[src/rtl/apb_pkg.sv]
// Shared types and defaults for the arbitrated APB master.
// Imported by the arbiter, the handshake interface and the top.
package apb_pkg;

  localparam int APB_AW      = 5;
  localparam int APB_DW      = 32;
  localparam int APB_TIMEOUT = 15;

  typedef enum logic [1:0] {
    ST_IDLE   = 2'd0,
    ST_SETUP  = 2'd1,
    ST_ACCESS = 2'd2
  } apb_state_e;

endpackage

[src/rtl/apb_arb_master_if.sv]
// Request/grant handshake between the APB master FSM and its arbiter.
// The master presents valids and a take strobe; the arbiter returns the grant.
interface apb_arb_master_if;

  logic [1:0] valid;
  logic       take;
  logic       gnt_vld;
  logic       gnt_id;

  modport master (
    output valid,
    output take,
    input  gnt_vld,
    input  gnt_id
  );

  modport slave (
    input  valid,
    input  take,
    output gnt_vld,
    output gnt_id
  );

endinterface

[src/rtl/apb_rr_arbiter.sv]
// Two-way round-robin arbiter; ptr_q names the requester favoured on a tie.
// The pointer only moves when the master takes the grant.
module apb_rr_arbiter (
  input  logic           clk,
  input  logic           rst_n,
  apb_arb_master_if.slave arb
);

  logic ptr_q;
  logic ptr_d;

  assign arb.gnt_vld = |arb.valid;
  assign arb.gnt_id  = (&arb.valid) ? ptr_q : arb.valid[1];

  // Favour the loser of the grant just taken.
  assign ptr_d = arb.take ? ~arb.gnt_id : ptr_q;

  always_ff @(posedge clk or negedge rst_n) begin
    if (!rst_n) begin
      ptr_q <= 1'b0;
    end else begin
      ptr_q <= ptr_d;
    end
  end

endmodule

[src/rtl/apb_arb_master.sv]
// APB master shared by two requesters through a round-robin arbiter.
// One transfer in flight; wait-state timeout aborts with an error response.
module apb_arb_master
  import apb_pkg::*;
#(
  parameter int AW      = APB_AW,
  parameter int DW      = APB_DW,
  parameter int TIMEOUT = APB_TIMEOUT
) (
  input  logic          PCLK,
  input  logic          PRESETn,
  input  logic          req0_valid,
  input  logic          req0_write,
  input  logic [AW-1:0] req0_addr,
  input  logic [DW-1:0] req0_wdata,
  output logic          req0_ready,
  output logic          resp0_valid,
  output logic [DW-1:0] resp0_rdata,
  output logic          resp0_err,
  input  logic          req1_valid,
  input  logic          req1_write,
  input  logic [AW-1:0] req1_addr,
  input  logic [DW-1:0] req1_wdata,
  output logic          req1_ready,
  output logic          resp1_valid,
  output logic [DW-1:0] resp1_rdata,
  output logic          resp1_err,
  output logic          PSELx,
  output logic          PENABLE,
  output logic          PWRITE,
  output logic [AW-1:0] PADDR,
  output logic [DW-1:0] PWDATA,
  input  logic          PREADY,
  input  logic [DW-1:0] PRDATA,
  input  logic          PSLVERR
);

  localparam logic [7:0] TO_LIMIT = 8'(TIMEOUT);

  apb_state_e    state_q;
  logic          psel_q;
  logic          penable_q;
  logic          pwrite_q;
  logic [AW-1:0] paddr_q;
  logic [DW-1:0] pwdata_q;
  logic          owner_q;
  logic [7:0]    wait_q;
  logic [1:0]    rvld_q;
  logic [DW-1:0] rdata_q;
  logic          err_q;

  logic          idle;
  logic          grant;
  logic          gid;
  logic          sel_write;
  logic [AW-1:0] sel_addr;
  logic [DW-1:0] sel_wdata;

  apb_arb_master_if u_arb_if ();

  apb_rr_arbiter u_arb (
    .clk   (PCLK),
    .rst_n (PRESETn),
    .arb   (u_arb_if)
  );

  // Reset gates idle so ready stays low while PRESETn is asserted.
  assign idle  = PRESETn && (state_q == ST_IDLE);
  assign grant = idle && u_arb_if.gnt_vld;
  assign gid   = u_arb_if.gnt_id;

  assign u_arb_if.valid = {req1_valid, req0_valid};
  assign u_arb_if.take  = grant;

  assign req0_ready = grant && !gid;
  assign req1_ready = grant && gid;

  assign sel_write = gid ? req1_write : req0_write;
  assign sel_addr  = gid ? req1_addr  : req0_addr;
  assign sel_wdata = gid ? req1_wdata : req0_wdata;

  always_ff @(posedge PCLK or negedge PRESETn) begin
    if (!PRESETn) begin
      state_q   <= ST_IDLE;
      psel_q    <= 1'b0;
      penable_q <= 1'b0;
      pwrite_q  <= 1'b0;
      paddr_q   <= '0;
      pwdata_q  <= '0;
      owner_q   <= 1'b0;
      wait_q    <= 8'd0;
      rvld_q    <= 2'b00;
      rdata_q   <= '0;
      err_q     <= 1'b0;
    end else begin
      rvld_q <= 2'b00;
      unique case (state_q)
        ST_IDLE: begin
          if (grant) begin
            state_q   <= ST_SETUP;
            psel_q    <= 1'b1;
            penable_q <= 1'b0;
            pwrite_q  <= sel_write;
            paddr_q   <= sel_addr;
            pwdata_q  <= sel_wdata;
            owner_q   <= gid;
            wait_q    <= 8'd0;
          end
        end
        ST_SETUP: begin
          state_q   <= ST_ACCESS;
          penable_q <= 1'b1;
        end
        ST_ACCESS: begin
          if (PREADY) begin
            state_q         <= ST_IDLE;
            psel_q          <= 1'b0;
            penable_q       <= 1'b0;
            rvld_q[owner_q] <= 1'b1;
            rdata_q         <= pwrite_q ? '0 : PRDATA;
            err_q           <= PSLVERR;
          end else if (wait_q == TO_LIMIT) begin
            state_q         <= ST_IDLE;
            psel_q          <= 1'b0;
            penable_q       <= 1'b0;
            rvld_q[owner_q] <= 1'b1;
            rdata_q         <= '0;
            err_q           <= 1'b1;
          end else begin
            wait_q <= wait_q + 8'd1;
          end
        end
        default: begin
          state_q   <= ST_IDLE;
          psel_q    <= 1'b0;
          penable_q <= 1'b0;
        end
      endcase
    end
  end

  assign PSELx   = psel_q;
  assign PENABLE = penable_q;
  assign PWRITE  = pwrite_q;
  assign PADDR   = paddr_q;
  assign PWDATA  = pwdata_q;

  assign resp0_valid = rvld_q[0];
  assign resp1_valid = rvld_q[1];
  assign resp0_rdata = rvld_q[0] ? rdata_q : '0;
  assign resp1_rdata = rvld_q[1] ? rdata_q : '0;
  assign resp0_err   = rvld_q[0] & err_q;
  assign resp1_err   = rvld_q[1] & err_q;

endmodule

[config.mk]
export PLATFORM = sky130hd
export DESIGN_NAME = apb_arb_master
export DESIGN_NICKNAME = d
export VERILOG_FILES = /design/src/rtl/apb_pkg.sv /design/src/rtl/apb_arb_master_if.sv /design/src/rtl/apb_rr_arbiter.sv /design/src/rtl/apb_arb_master.sv
export SDC_FILE = /design/constraint.sdc
export NUM_CORES = 1
export LEC_CHECK = 0
export CAP_MARGIN = 20
export CORE_MARGIN = 1.5
export CORE_UTILIZATION = 42
export CTS_CLUSTER_SIZE = 28
export DETAILED_ROUTE_END_ITERATION = 10
export PLACE_DENSITY = 0.91
export SYNTH_ARGS = -nofsm -noshare
export SYNTH_HDL_FRONTEND = slang
export SYNTH_SLANG_ARGS = --single-unit
[constraint.sdc]
create_clock -name PCLK -period 4.5 [get_ports PCLK]
set_input_delay 0.675 -clock PCLK [delete_from_list [all_inputs] [get_ports PCLK]]
set_output_delay 0.675 -clock PCLK [all_outputs]
set_load 0.02 [all_outputs]
==> summary.md, run 1 <==
| Metric | Value |
|---|---|
| Remaining Overflow, GRT | 0 |
| Worst Hold Margin | about 440 ps |
| Synthesis Warnings | 0 |
| Die Wd | 102.1 µm |
| R2R Setup Slk | 2460 ps |
| Tot Pwr | 3.089 mW |
| Async set or reset register ratio after synthesis | 1.000 |
| Largest net degree at the start of global routing | 69 |
| Inserted Clock Buffers | 9 |
| DRT antenna net count | 0 |
| Period utilization | 0.7590 |
| Post-CTS Hold Buffers | 0 |
| Total GRT Usage | 0.2307 |
| Drt wl/cell | 16.31 µm |
| RSZ-0062 raised after global routing | no |
| Slew @ Worst Pin | roughly 930 ps |
| Fmax achieved | between 0.2 and 0.3 GHz |
| Iter 0 DRT Violations | 87 |
| Mapped Area | around 4100 µm² |
| Initial Util | 0.4399 |
| Hpwl dp | 9300 µm |
| Proportion of layout cells with a drive suffix above 1 | 0.05401 |
| Syn_nets | 507 |
| Ports | 224 |
| Vias per cell | 4.966 |
| ANT cells | 0 |
| Worst path arrival time | between 2000 and 3000 ps |
| Req. time, crit path | 3830 ps |
| Max Root-Sink Buffers | 2 |
| Maxcap violations | 0 |
| First-pass GRT wire length | 18400 µm |
| Antenna violations before repair | 0 |
| Syn Inst Count | between 300 and 400 |
| Drt pass-1 iters | 5 |
| Total Wirelength | between 10000 and 15000 µm |
| Post-synth cell types | 36 |
| Synth Area per Inst | ~11 µm² |
| CP Capture Type | output pin |
| Final min period | around 3400 ps |
| Final design utilization | 0.7063 |
| Area growth from synthesis to layout | 60.55% |
| Core outline area | 9371 µm² |
| Die footprint | 10420 µm² |
| FF+latch count, synth | 87 |
| CTS resizes | 0 |
| Setup TNS | 0 ps |
| Die Y-Extent | 102.1 µm |
| Post-CTS Setup Bufs | 0 |
| Number of enable flip-flop cells after synthesis | 0 |
| Routability Congestion | roughly 0.80 |
| Hold Path Class | in -> async |
| Crit start category | input pin |
| DRC Markers | 0 |
| Post-synthesis sequential area ratio | 0.5281 |
| Fillers | between 600 and 700 |
| Outcome | finished clean |
| CTS sink count | 87 |
| Root buffer cell | clkbuf_8 |
| Ys flop type | dfrtp_1 |
| Final hold viol count | 0 |
| Clock Pin Slew Worst Setup and Hold Paths | roughly 90 ps |
| Layout net count | 721 |
| CTS tree | done |
| Setup Viol. Count Final | 0 |
| Static leakage power | 2.955 nW |
| Crit Path Class | in -> out |
| Site row count | 35 |
| Vias | about 3700 |
| H-Tree Depth | 3 |
| CP max FO | 12 |
| VDD IR-drop max | 307.2 µV |
| Max-slew violations | 0 |
| Worst-Skew Late Latency | 340 ps |
| Clock Skews | about 15 ps |
| Vias in the first global route | between 3000 and 4000 |
| Slew margin rel. | 0.3767 |
| Port bufs | 223 |
| Power per Cell Area | 466.7 nW/µm² |
## critical path, stage by stage
cell and delay [ps]:
clkdlybuf4s50_1 520, o21ai_1 120, or3_2 560, nor2_1 220, clkdlybuf4s50_1 640
## state kept, by name (all words and copies together), names as in the netlist
signal,cells
owner_q,1
PWDATA,32
err_q,1
PENABLE,1
u_arb.ptr_q,1
rvld_q,2
PSELx,1
PADDR,5
PWRITE,1
wait_q,8
state_q,2
rdata_q,32
## cell type report
class | instances | area (µm²) | area share
Tap cell | 129 | 161.4 | 0.02439
Inverter | 5 | 23.77 | 0.003592
Sequential cell | 87 | 2177 | 0.3289
Clock inverter | 5 | 33.78 | 0.005104
Clock buffer | 11 | 141.4 | 0.02136
Timing Repair Buffer | 228 | 2267 | 0.3425
Multi-Input combinational cell | 275 | 1814 | 0.2741
## stage by stage
stage / setup slack, ps / std cells / instance area (µm²)
final: 1084 / 740 / 6619
after global routing: 999.7 / 740 / 6619
after CTS: 1083 / 740 / 6619
after detailed placement: 1092 / 724 / 6444
after global placement: 1102 / 724 / 6444
after floorplan: 2032 / 392 / 4123
## cells in the final DEF (no fill, tap or decap), types with 2 or more instances in the layout
cell type          n
mux2i_1           39
o21ai_0           42
clkbuf_8          10
nor2_2             2
nor3b_1            2
a21oi_1            3
a211o_1            3
a22o_1            32
nand3_1            4
o21ai_1            2
clkinvlp_4         2
inv_1              4
buf_4              6
clkdlybuf4s50_1  222
a21o_1             2
nor3_1             3
clkinv_2           2
and2_1            67
nand2_1           44
dfrtp_1           87
nor2_1            12
o21ai_4            2
and3_1             3
## worst paths after layout
kind,from,endpoint,cells after the start
min in group PCLK,PWDATA[26],PWDATA[26],2
setup / recovery,req1_valid,req1_ready,5
hold reg to reg,PWDATA[26],PWDATA[26],2
hold / removal,PRESETn,PWDATA[16],2
setup reg to reg,wait_q[0],rdata_q[28],5
max in group asynchronous,PRESETn,PWDATA[29],3
## where the power goes
| group | switching, mW | internal [mW] |
|---|---|---|
| clock network | 0.274 | 0.215 |
| registers | 0.236 | 1.10 |
| logic | 0.614 | 0.648 |
## per-layer routing
layer	routed length (µm)	up-vias	track usage
li1	-	1782	-
met2	6289	155	0.4157
met1	4760	1722	0.2714
met5	0	-	0
met3	830	16	0.05746
met4	189	0	0.06955
## kinds of logic (layout without fill, tap and decap cells)
| group | Yosys count | count (layout) | synth area share |
|---|---|---|---|
| buf+inv | 30 | 249 | 0.03551 |
| compound gates | 91 | 91 | 0.1530 |
| flops | 87 | 87 | 0.5281 |
| mux | 40 | 40 | 0.09742 |
| fa+ha+maj | 1 | 1 | 0.003034 |
| simple gates | 143 | 143 | 0.1830 |
## Yosys cell counts, types with 2 or more instances
| master | n | area [µm²] |
|---|---|---|
| nor2_1 | 13 | 48.80 |
| buf_6 | 3 | 33.78 |
| and3_1 | 3 | 18.77 |
| mux2i_1 | 39 | 390.4 |
| a22o_1 | 32 | 280.3 |
| nand2_1 | 44 | 165.2 |
| nand3_1 | 4 | 20.02 |
| a211o_1 | 3 | 26.28 |
| and2_1 | 67 | 419.2 |
| nor3_1 | 3 | 15.01 |
| buf_1 | 2 | 7.510 |
| a21oi_1 | 3 | 15.01 |
| o21ai_0 | 42 | 210.2 |
| inv_1 | 4 | 15.01 |
| nor3b_1 | 2 | 15.01 |
| clkbuf_1 | 15 | 56.30 |
| buf_2 | 5 | 25.02 |
| o21ai_1 | 3 | 15.01 |
| a21o_1 | 2 | 15.01 |
| dfrtp_1 | 87 | 2177 |
No activity file was read; power rests on OpenSTA's default activity.
==> inputs of run 2 (changes only) <==
CORE_UTILIZATION = 39   (was 42)
PLACE_DENSITY = 0.85   (was 0.91)
clock period = 3.18 ns   (was 4.5 ns; I/O delays follow)
==> summary.md, run 2 (same netlist as run 1, synthesis figures left out) <==
| Metric | Value |
|---|---|
| Placed cell areas | 6467 µm² |
| Crit start category | input pin |
| Die Y-Extent | 105.8 µm |
| Remaining Overflow, GRT | 0 |
| Port bufs | about 220 |
| Hold Path Class | in -> async |
| Worst path arrival time | roughly 2500 ps |
| Layout net count | 723 |
| Crit Path Class | in -> out |
| VDD IR-drop max | 377.2 µV |
| Post-CTS Hold Buffers | 0 |
| Die Wd | roughly 110 µm |
| Net Sw Power | around 1.6 mW |
| Post-CTS Setup Bufs | 0 |
| Maxcap violations | 0 |
| ANT cells | 0 |
| Iter 0 DRT Violations | 120 |
| Worst-Skew Late Latency | 350 ps |
| Vias | 3690 |
| Clock Skews | 4.411 ps |
| Antenna violations before repair | 0 |
| Setup TNS | 0 ps |
| Ports | 224 |
| CP Capture Type | output pin |
| Vias in the first global route | 3789 |
| Largest net degree at the start of global routing | between 70 and 80 |
| Outcome | finished clean |
| Final min period | 2928 ps |
| Routability Congestion | approximately 0.83 |
| Post-place setup slack | 268.0 ps |
| Drt pass-1 iters | 4 |
| Drt wl/cell | approximately 15 µm |
| RSZ-0062 raised after global routing | no |
| Commonest cells after routing, fill and taps aside | 222 x clkdlybuf4s50_1, 87 x dfrtp_1, 67 x and2_1 |
| Most common cell after layout, fill and taps aside | clkdlybuf4s50_1 |
| Clock power frac | 0.179 |
| Slew margin rel. | 0.4600 |
| CTS sink count | 87 |
| Req. time, crit path | 2700 ps |
| Die footprint | 11200 µm² |
| Slew @ Worst Pin | 810.1 ps |
| PnR worst setup slack | 251.7 ps |
| Static leakage power | approximately 3 nW |
| Reg power frac | 0.425 |
| Final hold viol count | 0 |
| Area growth from synthesis to layout | 61.94% |
| Worst Hold Margin | 203.5 ps |
| Power per Cell Area | about 670 nW/µm² |
| DRC Markers | 0 |
| Max Root-Sink Buffers | 2 |
| Inserted Clock Buffers | 9 |
| H-Tree Depth | 3 |
| Root buffer cell | clkbuf_8 |
| Combinational Power Share | 0.396 |
| Total GRT Usage | 0.2112 |
| CP max FO | 3 |
| Vias per cell | 4.927 |
| Tot Pwr | 4.462 mW |
| Setup Viol. Count Final | 0 |
| CTS tree | done |
| DRT antenna net count | 0 |
| Post-layout instance area | 6676 µm² |
| Max-slew violations | 0 |
| Core outline area | 10280 µm² |
| Fmax achieved | 0.3415 GHz |
| First-pass GRT wire length | between 15000 and 20000 µm |
| Hpwl dp | about 8800 µm |
| Site row count | 37 |
| CTS resizes | 0 |
| Proportion of layout cells with a drive suffix above 1 | 0.05710 |
| Period utilization | 0.9208 |
| Clock Pin Slew Worst Setup and Hold Paths | ~80 ps |
| Switching share of power | 0.3486 |
| Total Wirelength | 11440 µm |
| Internal | between 2 and 3 mW |
| Initial Util | 0.4011 |
run 2: cell type report:
type | count | area (µm²)
repair buffers | 230 | 2282
fillers | 811 | 3601
well taps | 136 | 170.2
multi-input cells | 275 | 1814
clock buffers | 13 | 168.9
clock inverters | 3 | 40.04
inverters | 5 | 23.77
flip-flops and latches | 87 | 2177
run 2: worst max-delay path: stages:
cell             delay [ps]
clkdlybuf4s50_1         520
o21ai_1                 120
or3_2                   500
nor2_1                  200
clkdlybuf4s50_1         630
run 2: power groups by stage:
stage | combinational [mW] | clock (mW) | sequential (mW)
after global routing | 1.92 | 0.872 | 1.96
after floorplan | 0.685 | 0 | 2.08
after CTS | 1.79 | 0.827 | 1.90
after global placement | 1.74 | 0 | 1.88
after detailed placement | 1.79 | 0 | 1.91
final | 1.77 | 0.799 | 1.89
run 2: stage by stage:
stage                     cells    util
after floorplan             392       -
after global placement      733  0.6293
after detailed placement    733  0.6293
after CTS                   749  0.6496
after global routing        749  0.6496
final                       749  0.6496
run 2: worst paths after layout:
| kind | from | end | cells after the start | slack [ps] |
|---|---|---|---|---|
| max reg2reg | wait_q[4] | rdata_q[13] | 5 | 1210 |
| max in group asynchronous | PRESETn | wait_q[0] | 3 | 1950 |
| min in group PCLK | PWDATA[5] | PWDATA[5] | 2 | 480 |
| min reg2reg | PWDATA[5] | PWDATA[5] | 2 | 480 |
| min | PRESETn | err_q | 2 | 200 |
| max | req1_valid | req1_ready | 5 | 250 |
run 2: per-layer routing:
layer | share of wire | vias up | wire length, µm | track usage
li1 | - | 1787 | - | -
met4 | 0.017 | 0 | 196 | 0.07529
met1 | 0.42 | 1708 | 4779 | 0.2594
met2 | 0.48 | 177 | 5543 | 0.3585
met5 | 0 | - | 0 | 0
met3 | 0.080 | 18 | 920 | 0.05442
==> inputs of run 3 (changes only) <==
CELL_PAD_IN_SITES_DETAIL_PLACEMENT = 0   (was default)
CELL_PAD_IN_SITES_GLOBAL_PLACEMENT = 1   (was default)
CORE_UTILIZATION = 28   (was 39)
PLACE_DENSITY = 0.84   (was 0.85)
==> summary.md, run 3 (same netlist as run 1, synthesis figures left out) <==
| Metric | Value |
|---|---|
| Total Wirelength | 11900 µm |
| CP Capture Type | output pin |
| Initial Util | 0.2847 |
| DRT antenna net count | 0 |
| Combinational Power Share | 0.373 |
| Layout net count | 725 |
| Root buffer cell | clkbuf_16 |
| Die Wd | 124.3 µm |
| First-pass GRT wire length | 19480 µm |
| Remaining Overflow, GRT | 0 |
| CTS tree | done |
| Req. time, crit path | around 2700 ps |
| CTS sink count | a little under 90 |
| Maxcap violations | 0 |
| Hpwl dp | 9040 µm |
| CP max FO | 4 |
| Iter 0 DRT Violations | roughly 160 |
| CP delay by family, top | buffers and inverters |
| Static leakage power | 3.033 nW |
| Core outline area | 14480 µm² |
| Clock power frac | 0.229 |
| Clock Skews | 6.726 ps |
| Ports | 224 |
| Antenna violations before repair | 0 |
| Slew margin rel. | 0.4333 |
| Area growth from synthesis to layout | 66.01% |
| ANT cells | 0 |
| Tot Pwr | 4.763 mW |
| Final design utilization | 0.4727 |
| Die footprint | 15460 µm² |
| Inst Count DP | 783 |
| Vias in the first global route | 3728 |
| Largest net degree at the start of global routing | about 50 |
| Most common cell after layout, fill and taps aside | clkdlybuf4s50_1 |
| CTS resizes | 0 |
| Slew @ Worst Pin | 850.0 ps |
| Post-CTS Setup Bufs | 0 |
| Reg power frac | 0.398 |
| Critical-path top delay cell | clkdlybuf4s50_1 |
| Worst path arrival time | 2470 ps |
| Vias | approximately 3700 |
| Layout Cells excl Fill | 797 |
| Hold Path Class | in -> async |
| Commonest cells after routing, fill and taps aside | 222 x clkdlybuf4s50_1, 87 x dfrtp_1, 67 x and2_1 |
| Max-slew violations | 0 |
| Clock Pin Slew Worst Setup and Hold Paths | 60 ps |
| Period utilization | 0.9253 |
| DRC Markers | 0 |
| CP peak stage delay | 640 ps |
| Worst Hold Margin | 264.1 ps |
| Site row count | 44 |
| Setup Viol. Count Final | 0 |
| Final min period | 2942 ps |
| Die Y-Extent | 124.3 µm |
| Proportion of layout cells with a drive suffix above 1 | 0.05710 |
| Total GRT Usage | 0.1587 |
| Net Sw Power | 1.597 mW |
| Drt wl/cell | 14.93 µm |
| RSZ-0062 raised after global routing | no |
| Cell Chain, Critical Path | clkdlybuf4s50_1 -> o21ai_1 -> or3_2 -> nor2_1 -> clkdlybuf4s50_1 |
| Final hold viol count | 0 |
| Switching share of power | 0.3353 |
| Cell repeated most along the worst path | clkdlybuf4s50_1 |
| Max Root-Sink Buffers | 2 |
| Post-CTS Hold Buffers | 0 |
| Met1 Use GR | 0.1947 |
| Vias per cell | 4.626 |
| Drt pass-1 iters | 4 |
| Met2 GRT Util | 0.2511 |
| Crit Path Class | in -> out |
| H-Tree Depth | 3 |
| Outcome | finished clean |
| Most used routing layer in global routing | met2 |
| Crit start category | input pin |
| Worst-Skew Late Latency | 340 ps |
| Routability Congestion | 0.7932 |
| Setup TNS | 0 ps |
| Fmax achieved | 0.3399 GHz |
| VDD IR-drop max | 360.4 µV |
| Internal | 3.166 mW |
| Port bufs | 223 |
| Inserted Clock Buffers | 9 |
| Met3 usage | 0.07388 |
| Worst Path Buf+Inv | 2 |
| Power per Cell Area | 695.9 nW/µm² |
run 3: changes by cell type in the layout (fill, tap and decap cells not counted), sizes merged:
cell / delta
bufinv: +1
buf: +2
clkbuf: -3
clkinvlp: +1
clkinv: -1
run 3: final cells by class:
class                   instances  area, µm²
clock buffers                  10      229.0
clock inverters                 4      72.57
flip-flops and latches         87       2177
fillers                      1342       7635
well taps                     184      230.2
multi-input cells             275       1814
repair buffers                232       2297
inverters                       5      23.77
run 3: power by group through the flow:
| stage | Combinational [mW] | Sequential [mW] | Clock [mW] |
|---|---|---|---|
| 3_3_place_gp | 1.77 | 1.89 | 0 |
| 2_1_floorplan | 0.685 | 2.08 | 0 |
| 4_1_cts | 1.81 | 1.90 | 1.13 |
| 5_1_grt | 1.93 | 1.97 | 1.19 |
| 3_5_place_dp | 1.80 | 1.91 | 0 |
| 6_report | 1.78 | 1.89 | 1.09 |
run 3: per-stage QoR:
stage               setup WS (ps)  cell area (µm²)
finish                      237.6             6844
global route                106.1             6844
CTS                         232.9             6844
detailed placement          247.9             6543
global placement            256.6             6543
floorplan                    1108             4123
run 3: path summary, 6_finish.rpt:
kind / start / slack (ps) / end / cells past startpoint
max in group asynchronous: PRESETn / 1910 / PWDATA[23] / 3
worst max register to register: wait_q[4] / 1220 / rdata_q[5] / 5
worst max-delay path: req1_valid / 240 / req1_ready / 5
min in group PCLK: PWDATA[24] / 480 / PWDATA[24] / 2
worst min register to register: PWDATA[24] / 480 / PWDATA[24] / 2
worst min-delay path: PRESETn / 260 / rdata_q[28] / 2
run 3: layer usage:
layer	vias up	wire length (µm)
li1	1789	-
met5	-	0
met3	9	1288
met1	1699	5199
met2	190	5278
met4	0	136
run 3: worst reg2reg max path, stage by stage, from the launching register on:
cell     delay (ps)
dfrtp_1         450
or4_4           570
nor2_2          230
o21ai_4          60
buf_4           260
a22o_1          290
